## src/rtl/imem_boot_loader_pkg.sv

```systemverilog
// Shared encodings for the instruction-memory boot loader: FSM states, error codes
// and word geometry.
package imem_boot_pkg;

  localparam logic [2:0] ST_IDLE  = 3'd0;
  localparam logic [2:0] ST_HDR0  = 3'd1;
  localparam logic [2:0] ST_HDR1  = 3'd2;
  localparam logic [2:0] ST_DATA  = 3'd3;
  localparam logic [2:0] ST_CKSUM = 3'd4;
  localparam logic [2:0] ST_DONE  = 3'd5;
  localparam logic [2:0] ST_ERR   = 3'd6;

  typedef enum logic [2:0] {
    S_IDLE  = ST_IDLE,
    S_HDR0  = ST_HDR0,
    S_HDR1  = ST_HDR1,
    S_DATA  = ST_DATA,
    S_CKSUM = ST_CKSUM,
    S_DONE  = ST_DONE,
    S_ERR   = ST_ERR
  } state_e;

  localparam logic [1:0] ERR_NONE    = 2'd0;
  localparam logic [1:0] ERR_SIZE    = 2'd1;
  localparam logic [1:0] ERR_TIMEOUT = 2'd2;
  localparam logic [1:0] ERR_CKSUM   = 2'd3;

  localparam int BYTES_PER_WORD = 4;

endpackage

```

## src/rtl/imem_boot_loader_if.sv

```systemverilog
// UART byte stream in, imem write port out. The loader uses the slave modport;
// the byte source / memory side uses master.
interface imem_boot_loader_if #(
  parameter int AW = 9
);
  logic [7:0]    rx_data;
  logic          rx_valid;
  logic          imem_we;
  logic [AW-1:0] imem_addr;
  logic [31:0]   imem_wdata;

  modport master (output rx_data, output rx_valid,
                  input imem_we, input imem_addr, input imem_wdata);
  modport slave  (input rx_data, input rx_valid,
                  output imem_we, output imem_addr, output imem_wdata);
endinterface

```

## src/rtl/imem_boot_loader_packer.sv

```systemverilog
// Packs bytes MSB-first into 32-bit words; word_ready_o pulses combinationally with
// the 4th byte, and word_o then holds the complete word including that byte.
module imem_word_packer
  import imem_boot_pkg::*;
(
  input  logic        clk,
  input  logic        reset,
  input  logic        clr_i,
  input  logic        vld_i,
  input  logic [7:0]  rx_byte_i,
  output logic [31:0] word_o,
  output logic        word_ready_o
);
  localparam logic [1:0] LAST_BYTE = 2'(BYTES_PER_WORD - 1);

  logic [1:0]  cnt_q, cnt_d;
  logic [23:0] shift_q, shift_d;

  always_comb begin
    cnt_d   = cnt_q;
    shift_d = shift_q;
    if (clr_i) begin
      cnt_d = 2'd0;
    end else if (vld_i) begin
      cnt_d   = cnt_q + 2'd1;
      shift_d = {shift_q[15:0], rx_byte_i};
    end
  end

  assign word_o       = {shift_q, rx_byte_i};
  assign word_ready_o = vld_i && !clr_i && (cnt_q == LAST_BYTE);

  always_ff @(posedge clk) begin
    if (reset) cnt_q <= 2'd0;
    else       cnt_q <= cnt_d;
  end

  always_ff @(posedge clk) begin
    shift_q <= shift_d;
  end
endmodule

```

## src/rtl/imem_boot_loader.sv

```systemverilog
// Boot loader: receives a word-count header plus big-endian payload and writes it into
// imem while holding the CPU. Define IMEM_BOOT_CKSUM_EN to require a trailing XOR byte.
module imem_boot_loader
  import imem_boot_pkg::*;
#(
  parameter int DEPTH       = 512,
  parameter int AW          = 9,
  parameter int TIMEOUT_CYC = 1_000_000
) (
  input  logic               clk,
  input  logic               reset,
  input  logic               boot_mode,
  imem_boot_loader_if.slave  bus,
  output logic               cpu_hold,
  output logic               done,
  output logic               error,
  output logic [1:0]         err_code
);
  localparam int          TW       = $clog2(TIMEOUT_CYC + 1);
  localparam logic [TW-1:0] TMO_LAST = TW'(TIMEOUT_CYC - 1);
  localparam logic [15:0] DEPTH16  = 16'(DEPTH);
`ifdef IMEM_BOOT_CKSUM_EN
  localparam state_e      S_FINAL  = S_CKSUM;
`else
  localparam state_e      S_FINAL  = S_DONE;
`endif

  state_e          state_q, state_d;
  logic [15:0]     n_q, n_d, n_new;
  logic [15:0]     wcnt_q, wcnt_d;
  logic [TW-1:0]   tmo_q, tmo_d;
  logic            tmo_on;
  logic            we_q, we_d;
  logic [AW-1:0]   addr_q, addr_d;
  logic [31:0]     wdata_q, wdata_d;
  logic [1:0]      code_q, code_d;
  logic            done_q, hold_q, error_q;
  logic [31:0]     word;
  logic            word_ready;
`ifdef IMEM_BOOT_CKSUM_EN
  logic [7:0]      cks_q, cks_d;
`endif

  imem_word_packer u_packer (
    .clk          (clk),
    .reset        (reset),
    .clr_i        (state_q != S_DATA),
    .vld_i        (bus.rx_valid),
    .rx_byte_i    (bus.rx_data),
    .word_o       (word),
    .word_ready_o (word_ready)
  );

  always_comb begin
    state_d = state_q;
    n_d     = n_q;
    wcnt_d  = wcnt_q;
    tmo_d   = '0;
    we_d    = 1'b0;
    addr_d  = addr_q;
    wdata_d = wdata_q;
    code_d  = code_q;
`ifdef IMEM_BOOT_CKSUM_EN
    cks_d   = cks_q;
`endif
    n_new   = {n_q[15:8], bus.rx_data};
    tmo_on  = (state_q == S_HDR1) || (state_q == S_DATA) || (state_q == S_CKSUM);
    if (tmo_on && !bus.rx_valid) tmo_d = tmo_q + 1'b1;

    case (state_q)
      S_IDLE: begin
        wcnt_d  = '0;
`ifdef IMEM_BOOT_CKSUM_EN
        cks_d   = 8'h00;
`endif
        state_d = boot_mode ? S_HDR0 : S_DONE;
      end
      S_HDR0: if (bus.rx_valid) begin
        n_d     = {bus.rx_data, n_q[7:0]};
        state_d = S_HDR1;
      end
      S_HDR1: if (bus.rx_valid) begin
        n_d    = n_new;
        wcnt_d = '0;
        if (n_new > DEPTH16) begin
          state_d = S_ERR;
          code_d  = ERR_SIZE;
        end else if (n_new == 16'd0) begin
          state_d = S_FINAL;
        end else begin
          state_d = S_DATA;
        end
      end
      S_DATA: begin
`ifdef IMEM_BOOT_CKSUM_EN
        if (bus.rx_valid) cks_d = cks_q ^ bus.rx_data;
`endif
        if (word_ready) begin
          we_d    = 1'b1;
          addr_d  = wcnt_q[AW-1:0];
          wdata_d = word;
          wcnt_d  = wcnt_q + 16'd1;
          if (wcnt_d == n_q) state_d = S_FINAL;
        end
      end
`ifdef IMEM_BOOT_CKSUM_EN
      S_CKSUM: if (bus.rx_valid) begin
        if (bus.rx_data == cks_q) begin
          state_d = S_DONE;
        end else begin
          state_d = S_ERR;
          code_d  = ERR_CKSUM;
        end
      end
`endif
      S_DONE, S_ERR: state_d = state_q;
      default:       state_d = S_IDLE;
    endcase

    // An arriving byte always beats an expiring timeout.
    if (tmo_on && !bus.rx_valid && (tmo_q == TMO_LAST)) begin
      state_d = S_ERR;
      code_d  = ERR_TIMEOUT;
    end
  end

  always_ff @(posedge clk) begin
    if (reset) begin
      state_q <= S_IDLE;
      wcnt_q  <= '0;
      tmo_q   <= '0;
      we_q    <= 1'b0;
      addr_q  <= '0;
      wdata_q <= '0;
      code_q  <= ERR_NONE;
      done_q  <= 1'b0;
      hold_q  <= 1'b1;
      error_q <= 1'b0;
    end else begin
      state_q <= state_d;
      wcnt_q  <= wcnt_d;
      tmo_q   <= tmo_d;
      we_q    <= we_d;
      addr_q  <= addr_d;
      wdata_q <= wdata_d;
      code_q  <= code_d;
      done_q  <= (state_d == S_DONE);
      hold_q  <= (state_d != S_DONE);
      error_q <= (state_d == S_ERR);
    end
  end

  always_ff @(posedge clk) begin
    n_q   <= n_d;
`ifdef IMEM_BOOT_CKSUM_EN
    cks_q <= cks_d;
`endif
  end

  assign bus.imem_we    = we_q;
  assign bus.imem_addr  = addr_q;
  assign bus.imem_wdata = wdata_q;
  assign cpu_hold       = hold_q;
  assign done           = done_q;
  assign error          = error_q;
  assign err_code       = code_q;
endmodule

```

## src/flat_wrapper.sv

```systemverilog
// flat-port wrapper written by rule: the top's interface ports become plain ports
module imem_boot_loader_flat import imem_boot_pkg::*;
#(
  parameter int DEPTH       = 512,
  parameter int AW          = 9,
  parameter int TIMEOUT_CYC = 1_000_000
)
  (clk, reset, boot_mode, cpu_hold, done, error, err_code, bus_rx_data, bus_rx_valid, bus_imem_we, bus_imem_addr, bus_imem_wdata);
  imem_boot_loader_if #(.AW(AW)) bus_i ();
  input  logic clk;
  input  logic reset;
  input  logic boot_mode;
  output logic cpu_hold;
  output logic done;
  output logic error;
  output logic [1:0] err_code;
  input wire logic [$bits(bus_i.rx_data)-1:0] bus_rx_data;
  input wire logic [$bits(bus_i.rx_valid)-1:0] bus_rx_valid;
  output wire logic [$bits(bus_i.imem_we)-1:0] bus_imem_we;
  output wire logic [$bits(bus_i.imem_addr)-1:0] bus_imem_addr;
  output wire logic [$bits(bus_i.imem_wdata)-1:0] bus_imem_wdata;
  assign bus_i.rx_data = bus_rx_data;
  assign bus_i.rx_valid = bus_rx_valid;
  assign bus_imem_we = bus_i.imem_we;
  assign bus_imem_addr = bus_i.imem_addr;
  assign bus_imem_wdata = bus_i.imem_wdata;
  imem_boot_loader #(.DEPTH(DEPTH), .AW(AW), .TIMEOUT_CYC(TIMEOUT_CYC)) u_core (.clk(clk), .reset(reset), .boot_mode(boot_mode), .bus(bus_i), .cpu_hold(cpu_hold), .done(done), .error(error), .err_code(err_code));
endmodule
```

## config.mk

```make
export PLATFORM = sky130hd
export DESIGN_NAME = imem_boot_loader_flat
export DESIGN_NICKNAME = d
export VERILOG_FILES = /design/src/rtl/imem_boot_loader_pkg.sv /design/src/rtl/imem_boot_loader_if.sv /design/src/rtl/imem_boot_loader_packer.sv /design/src/rtl/imem_boot_loader.sv /design/src/flat_wrapper.sv
export SDC_FILE = /design/constraint.sdc
export NUM_CORES = 1
export LEC_CHECK = 0
export BUFFER_PORTS_ARGS = -buffer_cell sky130_fd_sc_hd__clkbuf_2
export CAP_MARGIN = 10
export CORE_MARGIN = 2
export CORE_UTILIZATION = 62
export DETAILED_ROUTE_END_ITERATION = 8
export PLACE_DENSITY = 0.91
export SYNTH_ARGS = -nofsm -noshare
export SYNTH_HDL_FRONTEND = slang
export SYNTH_SLANG_ARGS = --single-unit
export TNS_END_PERCENT = 30
```

## constraint.sdc

```tcl
create_clock -name clk -period 7.2 [get_ports clk]
set_clock_uncertainty 0.2 [all_clocks]
set_input_delay 0.72 -clock clk [delete_from_list [all_inputs] [get_ports clk]]
set_output_delay 0.72 -clock clk [all_outputs]
set_load 0.01 [all_outputs]
```

==> flow_metrics.py <==
metrics = {
    "status": {
        "outcome": "complete, no violations",
    },
    "setup_path": {
        "cp_slowest_cell": "or4_2",
        "r2r_end": "u_core.cpu_hold",
        "crit_chain": "ha_1 -> nand3_2 -> or4_2 -> xnor2_1 -> or4_1 -> or4_1 -> o211a_1 -> nand2b_1",
        "critPathKind": "reg2reg",
        "cp.arrival_ns": 4.04,
        "reg2reg_depth": 8,
        "cp_common_cell": "or4_1",
        "cp-end-kind": "flop",
        "r2r_setup_slack_ns": 3.38,
        "cpPeakStageDelay_ns": 0.77,
        "required_ns": 7.42,
        "timing.rr.start": "u_core.wcnt_q[0]",
        "cp-start-kind": "flop",
        "crit_fanout": 11,
    },
    "cells_and_area": {
        "diodes": 0,
        "drive_gt1_share_pct": 16.0,
        "final_common_cell": "nand2_1",
        "fin_cells": 742,
        "final_cell_area_sq_mm": 0.00621,
        "final_util_pct": 74.9,
        "final_cell_mix": "108 x nand2_1, 88 x dfxtp_1, 63 x a21oi_1, 58 x clkbuf_2, 54 x nor2_1",
        "area.growth.synth_to_final_pct": 16.0,
        "final_nets": 639,
    },
    "power_and_ir_drop": {
        "clockPowerShare_pct": 46.0,
        "power_mw": 1.74,
        "p_sw_share_pct": 27.4,
        "switchingPower_uw": 477,
        "vdd_drop_max_mv": 0.204,
        "p_per_area_mw_per_mm2": 280,
        "power.internal_mw": 1.27,
        "p_seq_share_pct": 46.0,
        "combPwrFrac_pct": 8.0,
        "p_leak_nw": 2.21,
    },
    "clock_network": {
        "clock-sinks": 128,
        "postCtsResizedCells": 0,
        "clk_pin_slew_worst_paths_ns": 0.06,
        "clk_path_buf_depth": 2,
        "cts_tree": "built",
        "htree_levels": 4,
        "root_buffer": "clkbuf_8",
        "cts_buffers": 17,
        "clock_latency_ns": 0.54,
        "postCtsSetupBuffers": 0,
        "cts_hold_buf": 0,
    },
    "detailed_routing": {
        "drc": 0,
        "vias": 4516,
        "wl_per_cell_um": 17.8,
        "via_per_inst": 6.09,
        "drtPass1Iterations": 6,
        "wl_um": 13200,
        "ant_nets": 0,
        "drtIter0Drc": 420,
    },
    "global_route": {
        "grt_usage_pct": 28.7,
        "antenna_found_initial": 0,
        "grt_pass1_vias": 4314,
        "grt_use_met1_pct": 33.7,
        "met2_usage_pct": 49.3,
        "grt_max_degree": 63,
        "globalRouteOverflowTotal": 0,
        "grt_util_met3_pct": 7.30,
        "top_usage_layer": "met2",
        "grt_pass1_wl_um": 21400,
    },
    "placement": {
        "dpl.hpwl_um": 7830,
        "placed_area_sq_mm": 0.00566,
        "io_buffers": 58,
        "place_congestion": 0.913,
        "dp.cells": 709,
    },
    "hold_path": {
        "hp-start": "bus_rx_data[5]",
        "holdPathEnd": "u_core.u_packer.shift_q[5]",
        "hold-path-cell-count": 1,
        "hp-class": "in2reg",
    },
    "sta": {
        "setup_viol": 0,
        "maxClockFrequency_mhz": 262,
        "tightest_slew_ns": 1.13,
        "finalSetupTns_ns": 0,
        "hold_viol": 0,
        "slew_violations": 0,
        "slew_headroom_pct": 24.3,
        "fin_crit_sh_pct": 53.1,
        "timing.final.crit_period_ns": 3.82,
        "rsz0062_at_grt": "no",
    },
    "synth": {
        "synth_area_sq_mm": 0.00536,
        "synthAdderAreaFrac_pct": 0.701,
        "synth_cells": 577,
        "synthMuxAreaShare_pct": 0.187,
        "ys.flop_type": "dfxtp_1",
        "seq_area_frac_synth_pct": 55.3,
        "yosys.area_share.simple_pct": 23.7,
        "synth_edf_count": 40,
        "async_flop_share_pct": 0,
        "synth_cell_types": 51,
        "avgSynthCellArea_sq_um": 9.28,
        "synth_xor_area_share_pct": 6.38,
        "yosysWarnings": 0,
        "ys_seq_elements": 128,
        "synth_top_family_by_area": "simple AND/OR/NAND/NOR gates",
        "syn_nets": 592,
        "synth_compound_area_share_pct": 10.6,
    },
    "floorplan": {
        "die_h_um": 97.0,
        "die_area_sq_mm": 0.00940,
        "dieWidth_um": 97.0,
        "coreArea_sq_mm": 0.00830,
        "start_util_pct": 64.5,
        "ioPinCount": 59,
        "rows": 33,
    },
    "flow_run": {
        "maxCapViolations": 0,
    },
}
## kinds of logic after synthesis
group           Yosys count
compound gates          101
mux                       1
flops                   128
buf+inv                  40
simple gates            265
fa+ha+maj                 3
xor+xnor                 39
## through the flow
step | setup WS, ns | hold WS [ns]
floorplan | 3.92 | 0.226
global placement | 3.58 | 0.232
finish | 3.38 | 0.235
global route | 3.10 | 0.247
CTS | 3.43 | 0.226
detailed placement | 3.39 | 0.233
## power by group through the flow
stage	logic [mW]	registers (mW)	clock network, mW
6_report	0.140	0.801	0.801
5_1_grt	0.154	0.803	0.834
4_1_cts	0.136	0.800	0.805
3_5_place_dp	0.132	0.815	0
2_1_floorplan	0.102	0.805	0
3_3_place_gp	0.125	0.815	0
## worst max-delay path: cells and delay by family (launching register included)
kind / cells / cell delay [ns]
xor gates and xnor gates: 1 / 0.17
and+or+nand+nor: 5 / 2.24
adders and majority gates: 1 / 0.36
DFF: 1 / 0.47
AOI/OAI and AO/OA: 1 / 0.27
## synthesized netlist by cell type (all sizes together), types with 2 or more instances
| library cell | instances | share of area (%) |
|---|---|---|
| nand2 | 109 | 7.7 |
| dfxtp | 88 | 33 |
| a21oi | 63 | 5.9 |
| nor2 | 54 | 3.8 |
| edfxtp | 40 | 22 |
| clkbuf | 26 | 1.8 |
| xnor2 | 22 | 3.6 |
| nand3 | 18 | 2.0 |
| xor2 | 17 | 2.8 |
| o21ai | 16 | 1.5 |
| nor2b | 13 | 1.5 |
| nor3 | 12 | 1.3 |
| and2 | 11 | 1.3 |
| nor4 | 10 | 1.2 |
| buf | 7 | 0.79 |
| inv | 7 | 0.49 |
| nand4 | 7 | 0.82 |
| or3 | 7 | 0.82 |
| and3 | 5 | 0.61 |
| nand2b | 5 | 0.58 |
| nor3b | 4 | 0.56 |
| or4 | 4 | 0.58 |
| a22oi | 3 | 0.42 |
| ha | 3 | 0.70 |
| o21a | 3 | 0.42 |
| o21bai | 3 | 0.42 |
| a21boi | 2 | 0.28 |
| a311oi | 2 | 0.33 |
| a31oi | 2 | 0.23 |
| o2111ai | 2 | 0.33 |
| or2 | 2 | 0.23 |
## state kept, by name, indices dropped and copies added, names as in the netlist, 2 cells and up
| name | cells |
|---|---|
| u_core.u_packer.cnt_q | 2 |
| u_core.bus.imem_addr | 9 |
| u_core.bus.imem_wdata | 32 |
| u_core.u_packer.shift_q | 24 |
| u_core.err_code | 2 |
| u_core.n_q | 16 |
| u_core.state_q | 3 |
| u_core.tmo_q | 20 |
| u_core.wcnt_q | 16 |
## worst max-delay path by stage
stage                                 start                end  slack, ns  cells after the start
after global placement         bus_rx_valid    u_core.cpu_hold       3.58                      5
after detailed placement       bus_rx_valid    u_core.cpu_hold       3.39                      5
final                      u_core.wcnt_q[0]    u_core.cpu_hold       3.38                      8
after CTS                  u_core.wcnt_q[0]    u_core.cpu_hold       3.43                      8
after global routing      u_core.state_q[1]  u_core.wcnt_q[13]       3.10                      6
after floorplan            u_core.wcnt_q[0]    u_core.cpu_hold       3.92                      8
## layout make-up
| cell class | count | area (sq um) |
|---|---|---|
| Clock buffer | 17 | 414 |
| Timing Repair Buffer | 61 | 310 |
| Fill cell | 512 | 2090 |
| Inverter | 7 | 26.3 |
| Tap cell | 105 | 131 |
| Clock inverter | 15 | 136 |
| Multi-Input combinational cell | 409 | 2230 |
| Sequential cell | 128 | 2960 |
## routing by layer
| metal | part of all wire, % | wire length [um] |
|---|---|---|
| met5 | 0 | 0 |
| met4 | 3.6 | 474 |
| met2 | 52 | 6840 |
| met1 | 37 | 4850 |
| met3 | 7.7 | 1020 |
No activity file was read; power rests on OpenSTA's default activity.
